[src/rtl/br_redirect.sv]
// Branch-resolution redirect: registered redirect/flush/exception one cycle after resolution, redirect held until rd_ready.
// Optional direct-mapped BTB (BTB_PREDICT_EN) updated one cycle after an accepted resolution, looked up combinationally.
module br_redirect #(
   parameter int PC_SZ       = 32,
   parameter int BTB_ENTRIES = 4
) (
   input  logic             clk_in,
   input  logic             reset_n_in,
   input  logic             res_valid,
   input  logic [PC_SZ-1:0] res_pc,
   input  logic [PC_SZ-1:0] res_br_pc,
   input  logic [PC_SZ-1:0] res_no_br_pc,
   input  logic             res_taken,
   input  logic             res_mis,
   input  logic [PC_SZ-1:0] res_pred_pc,
   input  logic             trap_valid,
   input  logic [PC_SZ-1:0] trap_pc,
   output logic             rd_valid,
   output logic [PC_SZ-1:0] rd_pc,
   input  logic             rd_ready,
   output logic             flush,
   output logic             exc_valid,
   output logic [PC_SZ-1:0] exc_pc,
   output logic [PC_SZ-1:0] exc_tval,
   input  logic [PC_SZ-1:0] lookup_pc,
   output logic             lookup_hit,
   output logic [PC_SZ-1:0] lookup_target,
   output logic [15:0]      mispred_cnt
);

   typedef enum logic {IDLE, REDIRECT} state_t;

   state_t           state, state_nxt;
   logic [PC_SZ-1:0] actual_pc, rd_pc_nxt;
   logic             accept, mispred, exc_fire, flush_nxt;
   logic             unused_bits;

   assign actual_pc   = res_taken ? res_br_pc : res_no_br_pc;
   // Resolutions arriving while a redirect is outstanding are wrong-path; a trap also drops them.
   assign accept      = (state == IDLE) & res_valid & ~trap_valid;
   assign mispred     = accept & ~res_mis & (actual_pc != res_pred_pc);
   assign exc_fire    = accept & res_mis;
   assign rd_valid    = (state == REDIRECT);
   assign unused_bits = ^lookup_pc;

   always_comb begin
      state_nxt = state;
      rd_pc_nxt = rd_pc;
      flush_nxt = 1'b0;
      if (trap_valid) begin
         state_nxt = REDIRECT;
         rd_pc_nxt = trap_pc;
         flush_nxt = 1'b1;
      end else if (mispred) begin
         state_nxt = REDIRECT;
         rd_pc_nxt = actual_pc;
         flush_nxt = 1'b1;
      end else if ((state == REDIRECT) && rd_ready) begin
         state_nxt = IDLE;
      end
   end

   always_ff @(posedge clk_in or negedge reset_n_in) begin
      if (!reset_n_in) begin
         state       <= IDLE;
         rd_pc       <= '0;
         flush       <= 1'b0;
         exc_valid   <= 1'b0;
         exc_pc      <= '0;
         exc_tval    <= '0;
         mispred_cnt <= '0;
      end else begin
         state     <= state_nxt;
         rd_pc     <= rd_pc_nxt;
         flush     <= flush_nxt;
         exc_valid <= exc_fire;
         if (exc_fire) begin
            exc_pc   <= res_pc;
            exc_tval <= res_br_pc;
         end
         if (mispred && (mispred_cnt != 16'hFFFF))
            mispred_cnt <= mispred_cnt + 16'd1;
      end
   end

`ifdef BTB_PREDICT_EN
   localparam int IDX_W = $clog2(BTB_ENTRIES);
   localparam int TAG_W = PC_SZ - IDX_W - 2;

   logic [BTB_ENTRIES-1:0] btb_vld;
   logic [TAG_W-1:0]       btb_tag [BTB_ENTRIES];
   logic [PC_SZ-1:0]       btb_tgt [BTB_ENTRIES];

   logic             wr_en, wr_clr;
   logic [IDX_W-1:0] wr_idx, res_idx, lk_idx;
   logic [TAG_W-1:0] wr_tag, res_tag;
   logic [PC_SZ-1:0] wr_tgt;

   assign res_idx = res_pc[IDX_W+1:2];
   assign res_tag = res_pc[PC_SZ-1:IDX_W+2];
   assign lk_idx  = lookup_pc[IDX_W+1:2];

   // Updates are staged one cycle, so a same-cycle lookup always sees the old entry.
   always_ff @(posedge clk_in or negedge reset_n_in) begin
      if (!reset_n_in) begin
         wr_en   <= 1'b0;
         wr_clr  <= 1'b0;
         wr_idx  <= '0;
         wr_tag  <= '0;
         wr_tgt  <= '0;
         btb_vld <= '0;
      end else begin
         wr_en  <= accept & res_taken & ~res_mis;
         wr_clr <= accept & ~res_taken & ~res_mis & btb_vld[res_idx] & (btb_tag[res_idx] == res_tag);
         wr_idx <= res_idx;
         wr_tag <= res_tag;
         wr_tgt <= res_br_pc;
         if (wr_en)
            btb_vld[wr_idx] <= 1'b1;
         else if (wr_clr)
            btb_vld[wr_idx] <= 1'b0;
      end
   end

   always_ff @(posedge clk_in) begin
      if (wr_en) begin
         btb_tag[wr_idx] <= wr_tag;
         btb_tgt[wr_idx] <= wr_tgt;
      end
   end

   assign lookup_hit    = btb_vld[lk_idx] & (btb_tag[lk_idx] == lookup_pc[PC_SZ-1:IDX_W+2]);
   assign lookup_target = lookup_hit ? btb_tgt[lk_idx] : '0;
`else
   assign lookup_hit    = 1'b0;
   assign lookup_target = '0;
`endif

endmodule

[config.mk]
export PLATFORM = sky130hd
export DESIGN_NAME = br_redirect
export DESIGN_NICKNAME = d
export VERILOG_FILES = /design/src/rtl/br_redirect.sv
export SDC_FILE = /design/constraint.sdc
export NUM_CORES = 1
export LEC_CHECK = 0
export ABC_CLOCK_PERIOD_IN_PS = 2800
export CAP_MARGIN = 10
export CORE_AREA = 5 5 131 133
export CTS_BUF_LIST = sky130_fd_sc_hd__clkbuf_2
export DETAILED_ROUTE_END_ITERATION = 10
export DIE_AREA = 0 0 136 138
export HOLD_SLACK_MARGIN = 0.08
export PLACE_DENSITY = 0.75
export SETUP_SLACK_MARGIN = 0.15
export SLEW_MARGIN = 20
export SYNTH_ARGS = -nofsm -noshare
export SYNTH_HDL_FRONTEND = slang
export SYNTH_SLANG_ARGS = --single-unit
[constraint.sdc]
create_clock -name clk_in -period 2.8 [get_ports clk_in]
set_clock_uncertainty 0.2 [all_clocks]
set_input_delay 0.42 -clock clk_in [delete_from_list [all_inputs] [get_ports clk_in]]
set_output_delay 0.42 -clock clk_in [all_outputs]
set_load 0.005 [all_outputs]
; Yosys cells after proc, flatten, opt, wreduce, memory -nomap -nowiden
; Cells that the tools add are included.
[classes]
add_sub_neg = 1
multipliers = 0
div_mod_pow = 0
magnitude_cmp = 0
eq_ne = 2
n_shift = 0
muxes = 8
bitwise_logic = 8
reduce_logical = 4
[op_table]
columns = operator, n
row1 = 32-bit 2-to-1 mux, 3
row2 = 32-bit inequality test, 1
row3 = "16-bit by 1-bit adder with 16-bit output, second input constant", 1
row4 = "16-bit inequality test, second input constant", 1
row5 = 1-bit AND, 5
row6 = 1-bit 2-to-1 mux, 5
row7 = 1-bit NOT, 3
row8 = 3-bit nonzero test, 1
row9 = 1-bit logical AND, 2
row10 = 2-bit nonzero test, 1
[word_totals]
reg_bits = 115
latch_bits = 0
ramBits = 0
mem_bits_ro = 0
in_bits = 199
out_inout_bits = 148
word_cells = 30
n_memories = 0

; Depth between registers and ports, before layout
; Gate-level depths: netlist (run 1).
[logic_depth]
depth_word = 7
mapped_depth = 11
mapped_depth_nobuf = 7

; Least setup slack after synthesis (run 1)
; No wires, ideal clock.
[synth_path]
path_kind = input to register
startpoint = in res_taken
endpoint = reg rd_pc[9]
setup_ns = 0.126
t_arrival_ns = 2.138
required_time_ns = 2.474
path_slack_ns = 0.336
path_stages = 11
cell_sequence = buf_6 > buf_6 > mux2i_1 > xnor2_1 > nor4_1 > nand4_1 > o21ai_1 > buf_4 > buf_6 > nor2_1 > a221o_1
[synth_between]
elab_chain_len = 4
word_cells_on_any_way = 6
[synth_rtl]
columns = element, line
row1 = start: declaration, 13  ; input logic res_taken,
row2 = 32-bit 2-to-1 mux *, 38  ; assign actual_pc = res_taken ? res_br_pc : res_no_br_pc;
row3 = 32-bit inequality test, 41  ; assign mispred = accept & ~res_mis & (actual_pc != res_pred_pc);
row4 = 1-bit AND, 41
row5 = 2-bit nonzero test (no line), --
row6 = end signal: assignment, 74  ; rd_pc <= rd_pc_nxt;
row7 = end: declaration, 19  ; output logic [PC_SZ-1:0] rd_pc,
; Every way passes the cells marked *; elsewhere a longest branch is shown, timed or not. The select of a mux whose other input is x is not followed.
; A chain may end at the register's enable or synchronous reset.

; Worst setup path in the final report (run 1)
[layout_path]
startpoint = in res_br_pc[16]
endpoint = reg rd_pc[15]
[layout_between]
elab_chain_len = 4
[layout_rtl]
columns = element, line
row1 = start: declaration, 11  ; input logic [PC_SZ-1:0] res_br_pc,
row2 = 32-bit 2-to-1 mux, 38
row3 = 32-bit inequality test, 41
row4 = 1-bit AND, 41
row5 = 2-bit nonzero test (no line), --
; No other way between the ends.

==> impl_metrics.ini, run 1 <==
[power]
finalPower_mw = 5.062
p_leak_nw = 4.115
p_per_area_nw_per_um2 = 534.6
ir_drop_mv = 0.3470

[grt]
grt_pass1_vias = 5407
grt-ovfl-total = 0
antenna_found_initial = 0
grt_usage_pct = 20.53
grt_pass1_wl_mm = 29.93
grt_max_degree = 67

[layout]
drive_gt1_share_pct = 18.25
fillers = 1275
layout.nets = 998
final_area_um2 = 9468
area_delta_synth_final_pct = 71.90
diodes = 0

[synth]
synth_cells = 433
synth_top_area_cell = dfrtp_1
synth_ff_type = dfrtp_1
yosysTopAreaCellShare_pct = 52.25
synthTopCellsByCount = dfrtp_1, mux2_2, buf_4
async_reset_ff_share_pct = 100.0
synth_most_common_cell = dfrtp_1
synth_warnings = 0
syn_avg_cell_area_um2 = 12.72
synth.area.top_cells = dfrtp_1, mux2_2, a221o_1
netlist_area_um2 = 5508
synth-seq-area-share_pct = 52.25
synth-seq-cells = 115
ys_types = 30
synth_edf_count = 0

[die]
die-area_um2 = 18770
ios = 347
fp.coreArea_um2 = 15710
die_h_um = 138
dieWidth_um = 136
start_util_pct = 35.05
rows = 46

[run_status]
status = completed

[sta]
max_slew.worst_pin.slew_ps = 885.6
fin_crit_sh_pct = 89.57
rsz0062_at_grt = no
report.final.slew_viol_count = 0
final-hold-violation-count = 0
max_freq_mhz = 398.7
slew_headroom_pct = 40.77
period_minus_slack_ps = 2508
finalSetupViolCount = 0

[setup_path]
path_class = in2reg
cp-end-kind = flop
arrival_ps = 2840
setup.worst_path.start_class = input pin
path_max_fanout = 12
required_ps = 3130

[cts]
clkTransAtPathRegs_ps = 170
htreeDepth = 4
cts_root_buffer = clkbuf_2
numClockSinks = 115
cts_buffers = 17
cts_tree = built
postCtsSetupBuffers = 0
insertion_delay_ps = 640
cts_buffer_depth = 2

[place]
portBuffers = 281
gp_congestion = 0.7877
dpl_cell_area_um2 = 8747
dp_hpwl_mm = 14.93

[routing]
wl_per_cell_um = 19.22
via_per_inst = 4.709
wl_mm = 19.73
ant_nets = 0
drc = 0
firstDrtPassIters = 4
first_iter_violations = 121
vias = 4836

[run]
maxCapViolations = 0

[min_path]
hold_class = in2reg
-- power breakdown --
group          total, mW  switching (mW)  internal (mW)  leakage, nW
Combinational       1.61           0.502           1.10         2.54
Sequential          2.16           0.189           1.97         1.42
Clock               1.30           0.633          0.667        0.162
Total               5.06            1.32           3.74         4.12
-- final timing paths --
| check | from | cells after the start | slack (ps) | endpoint |
|---|---|---|---|---|
| min reg2reg | mispred_cnt[11] | 1 | 310 | mispred_cnt[11] |
| max in group asynchronous | reset_n_in | 4 | 500 | rd_pc[16] |
| max | res_br_pc[16] | 11 | 290 | rd_pc[15] |
| max reg2reg | mispred_cnt[0] | 8 | 490 | mispred_cnt[1] |
| min | res_pc[24] | 2 | 190 | exc_pc[24] |
| min in group asynchronous | reset_n_in | 4 | 660 | mispred_cnt[12] |
-- layout make-up --
cell class,count,area [µm²],area share (%)
clock inverters,13,188.9,1.996
flip-flops and latches,115,2878,30.40
repair buffers,372,3654,38.59
multi-input cells,289,2371,25.04
well taps,216,270.3,2.854
clock buffers,19,95.09,1.004
inverters,3,11.26,0.1189
-- kinds of logic (layout without fill, tap and decap cells) --
kind of cell / Yosys count / after routing / synth area share [%]
flops: 115 / 115 / 52.25
mux: 98 / 98 / 19.31
simple gates: 76 / 76 / 7.065
buf+inv: 61 / 407 / 7.610
xor+xnor: 46 / 46 / 7.315
compound gates: 35 / 35 / 6.156
fa+ha+maj: 1 / 1 / 0.2271
other cells: 1 / 33 / 0.06809
-- placed cells by master (no fill, tap or decap) --
cell,n
bufinv_16,5
and3_1,5
mux2_2,66
dlygate4sd3_1,43
buf_4,44
clkbuf_2,19
nor2_1,35
nor3b_1,5
xor2_1,13
buf_2,2
xnor2_1,33
ha_1,1
o21ai_4,1
nand2_1,4
conb_1,33
or3_1,1
a221o_1,32
nor4b_1,3
buf_12,5
o21ai_0,1
nand4_1,4
clkinvlp_4,2
nand3_1,2
mux2i_1,32
nor4_1,9
o2111ai_1,1
nor4_2,1
nor3_1,3
nor2b_4,1
clkdlybuf4s50_1,278
nor4bb_4,1
inv_1,3
nand2b_1,2
clkinv_1,5
dfrtp_1,115
clkinv_2,1
-- flip-flops by register name, indices dropped and copies added, names as in the netlist --
register and flops:
exc_pc 32, exc_tval 32, rd_pc 32, mispred_cnt 16, exc_valid 1, flush 1, rd_valid 1
-- metal layers --
| layer | global-route usage (%) | share of wire [%] | up-vias |
|---|---|---|---|
| met3 | 6.422 | 8.5 | 35 |
| met1 | 22.27 | 37 | 2357 |
| met2 | 36.98 | 52 | 225 |
| met5 | 0 | 0 | - |
| met4 | 7.798 | 2.6 | 0 |
| li1 | - | - | 2219 |
-- critical path: stages --
cell	delay, ps
clkdlybuf4s50_1	450
mux2i_1	270
buf_4	180
xnor2_1	70
nor4_2	320
buf_4	160
nand4_1	150
o21ai_4	250
buf_4	240
nor2_1	60
a221o_1	260
-- repair_timing --
action / 4_1_cts / 5_1_grt
resized for setup: 0 / 1
hold buffers: 43 / 0
hold endpoints to repair: 173 / 0
endpoints found under the setup margin: 0 / 1
-- metrics by stage --
stage | setup slack, ps | instances | TNS, ps | util [%] | hold slack, ps
floorplan | 336.4 | 465 | 0 | - | -75.59
global placement | -518.3 | 952 | -22850 | 55.67 | 125.2
detailed placement | -543.3 | 952 | -23910 | 55.67 | 132.3
CTS | 222.6 | 1027 | 0 | 60.22 | 80.18
global route | 197.0 | 1027 | 0 | 60.26 | 87.33
finish | 291.9 | 1027 | 0 | 60.26 | 191.3
(Power assumes the default switching activity.)
==> run 2, diff against run 1 <==
--- a/config.mk
+++ b/config.mk
@@ -5,14 +5,15 @@
 export SDC_FILE = /design/constraint.sdc
 export NUM_CORES = 1
 export LEC_CHECK = 0
+export ABC_AREA = 1
 export ABC_CLOCK_PERIOD_IN_PS = 2800
 export CAP_MARGIN = 10
-export CORE_AREA = 5 5 131 133
+export CORE_AREA = 2 2 137 139
 export CTS_BUF_LIST = sky130_fd_sc_hd__clkbuf_2
 export DETAILED_ROUTE_END_ITERATION = 10
-export DIE_AREA = 0 0 136 138
+export DIE_AREA = 0 0 139 141
 export HOLD_SLACK_MARGIN = 0.08
-export PLACE_DENSITY = 0.75
+export PLACE_DENSITY = 0.72
 export SETUP_SLACK_MARGIN = 0.15
 export SLEW_MARGIN = 20
 export SYNTH_ARGS = -nofsm -noshare
==> run 2 against run 1 <==
Against the previous run: routed wire length increased by 21%; register-to-register slack lost 70 ps; first-iteration DRC count rose to 3.6 times the previous value; sequential power about the same; synthesized area increased by 17%; combinational power up 3%; sequential cell count did not move; critical path depth rose by 4; worst setup slack improved by 86 ps; clock power shrank 19%; critical endpoint is now rd_pc[9]; largest cell class unchanged.
==> impl_metrics.ini, run 2 <==
[run_status]
status = completed

[synth]
ys_types = 24
synth_warnings = 0
synth-seq-cells = 115
synth_xor_area_share_pct = 1.764
synth-seq-area-share_pct = 44.57
async_reset_ff_share_pct = 100.0
yosysTopAreaCellShare_pct = 44.57
syn_avg_cell_area_um2 = 6.950
synth_top_family_by_area = simple AND/OR/NAND/NOR gates
synth.area.top_cells = dfrtp_1, nand2_1, buf_4
synthAdderAreaFrac_pct = 0.1938
synth_ff_type = dfrtp_1
synth_cells = 929
synth_edf_count = 0
netlist_area_um2 = 6456
synth_compound_gate_area_share_pct = 0.3488
synthTopCellsByCount = nand2_1, dfrtp_1, nand3_1
synth_most_common_cell = nand2_1
synth_mux_area_share_pct = 0
synth-simple-area-share_pct = 44.03
synth_top_area_cell = dfrtp_1

[setup_path]
required_ps = 3220
path_max_fanout = 33
reg2reg_to = mispred_cnt[6]
cp-end-kind = flop
r2r_start = mispred_cnt[0]
ff2ff_path_depth = 8
arrival_ps = 2840
setup.worst_path.start_class = input pin
r2r_slack_ps = 420
path_class = in2reg

[sta]
fin_crit_sh_pct = 86.49
layout_setup_ws_ps = 378.2
final-hold-violation-count = 0
report.final.slew_viol_count = 0
max_freq_mhz = 412.9
finalSetupViolCount = 0
rsz0062_at_grt = no
period_minus_slack_ps = 2422

[die]
rows = 50
fp.coreArea_um2 = 18270
dieWidth_um = 139
ios = 347
die_h_um = 141
die-area_um2 = 19600
start_util_pct = 35.34

[grt]
grt_pass1_wl_mm = 37.23
grt-ovfl-total = 0
antenna_found_initial = 3
grt_pass1_vias = 7192
grt_max_degree = 48
grt_usage_pct = 24.20

[layout]
layout.nets = 1533
top_regs = exc_pc: 32 flops, exc_tval: 32 flops, rd_pc: 32 flops
area_delta_synth_final_pct = 67.56
seq_area_um2 = 2878
final_common_cell = nand2_1
multi_input_area_um2 = 3120
drive_gt1_share_pct = 6.984
instances_no_fill = 1582
final_area_um2 = 10820
fillers = 1616
final_cell_mix = nand2_1, clkdlybuf4s50_1, dfrtp_1
utilization_pct = 59.22

[routing]
drc = 0
via_per_inst = 4.698
wl_mm = 23.89
wl_per_cell_um = 15.10
first_iter_violations = 432
firstDrtPassIters = 5
vias = 7433
ant_nets = 0

[cts]
cts_tree = built
cts_root_buffer = clkbuf_2
cts_buffers = 17
clkTransAtPathRegs_ps = 190
cts_hold_buf = 93
insertion_delay_ps = 720
cts_buffer_depth = 2
postCtsSetupBuffers = 0
numClockSinks = 115
htreeDepth = 4
post_cts_resized = 0

[power]
switchingPower_mw = 1.624
cell_internal_pwr_mw = 3.204
p_per_area_nw_per_um2 = 446.3
ir_drop_mv = 0.3410
p_leak_nw = 5.467
power_frac_comb_pct = 34.3
p_sw_share_pct = 33.64
clkPwrFrac_pct = 21.7
seqPwrFrac_pct = 44.0
finalPower_mw = 4.828

[min_path]
worst_hold_startpoint = res_br_pc[31]
hold_depth = 3
whs_endpoint = exc_tval[31]
hold_class = in2reg

[run]
maxCapViolations = 0

[place]
dp_cells = 1455
dp_hpwl_mm = 17.22
portBuffers = 281
pre_cts_slack_ps = -209.2
gp_congestion = 0.8707
dpl_cell_area_um2 = 9664
run 2: cell families after synthesis:
| group | count (synthesis) |
|---|---|
| AND/OR/NAND/NOR | 695 |
| flip-flops | 115 |
| buffers and inverters | 100 |
| XOR/XNOR | 13 |
| AO/OA/AOI/OAI | 4 |
| adder cells (fa/ha/maj) | 1 |
| other | 1 |
run 2: cell type report:
class | count | share of cell area (%)
clock buffer | 17 | 0.7865
antenna | 2 | 0.04626
sequential | 115 | 26.60
tap | 234 | 2.706
inverter | 26 | 0.9484
timing repair buffer | 427 | 38.93
clock inverter | 15 | 1.133
multi-input combinational | 746 | 28.85
run 2: power groups by stage:
stage | Sequential [mW] | Clock [mW] | Combinational [mW]
after floorplan | 2.15 | 0 | 0.501
after global placement | 2.14 | 0 | 1.51
after detailed placement | 2.15 | 0 | 1.54
after CTS | 2.12 | 1.08 | 1.65
after global routing | 2.16 | 1.14 | 1.81
final | 2.13 | 1.05 | 1.66
run 2: worst max path at each step:
| stage | cells after the start | end | start |
|---|---|---|---|
| final | 15 | rd_pc[9] | res_br_pc[0] |
| after global routing | 15 | rd_pc[4] | res_br_pc[4] |
| after CTS | 1 | mispred_cnt[14] | mispred_cnt[14] |
| after detailed placement | 17 | rd_pc[20] | res_taken |
| after global placement | 17 | rd_pc[9] | res_taken |
| after floorplan | 17 | rd_pc[10] | res_taken |
run 2: layer usage:
layer	GRT usage [%]	wire [µm]
met4	10.69	869
met2	39.43	11350
met1	30.40	9928
met5	0	11
met3	6.420	1731
run 2: critical path: stages:
cell and delay [ps]:
dlygate4sd3_1 540, clkdlybuf4s50_1 520, nand2_1 80, nand2_1 110
nand2_1 60, nand2_1 50, nand2_1 50, nor2_1 160
nand2_1 70, nor2_1 120, nand2_2 110, nand2_4 120
nand2_4 230, nand2_1 130, nand2_1 60
run 2: metrics by stage:
stage | TNS [ps] | hold slack [ps]
after global placement | -4981 | 191.4
after floorplan | 0 | -75.59
after detailed placement | -6015 | 189.3
final | 0 | 136.2
after CTS | 0 | 86.11
after global routing | 0 | 91.50
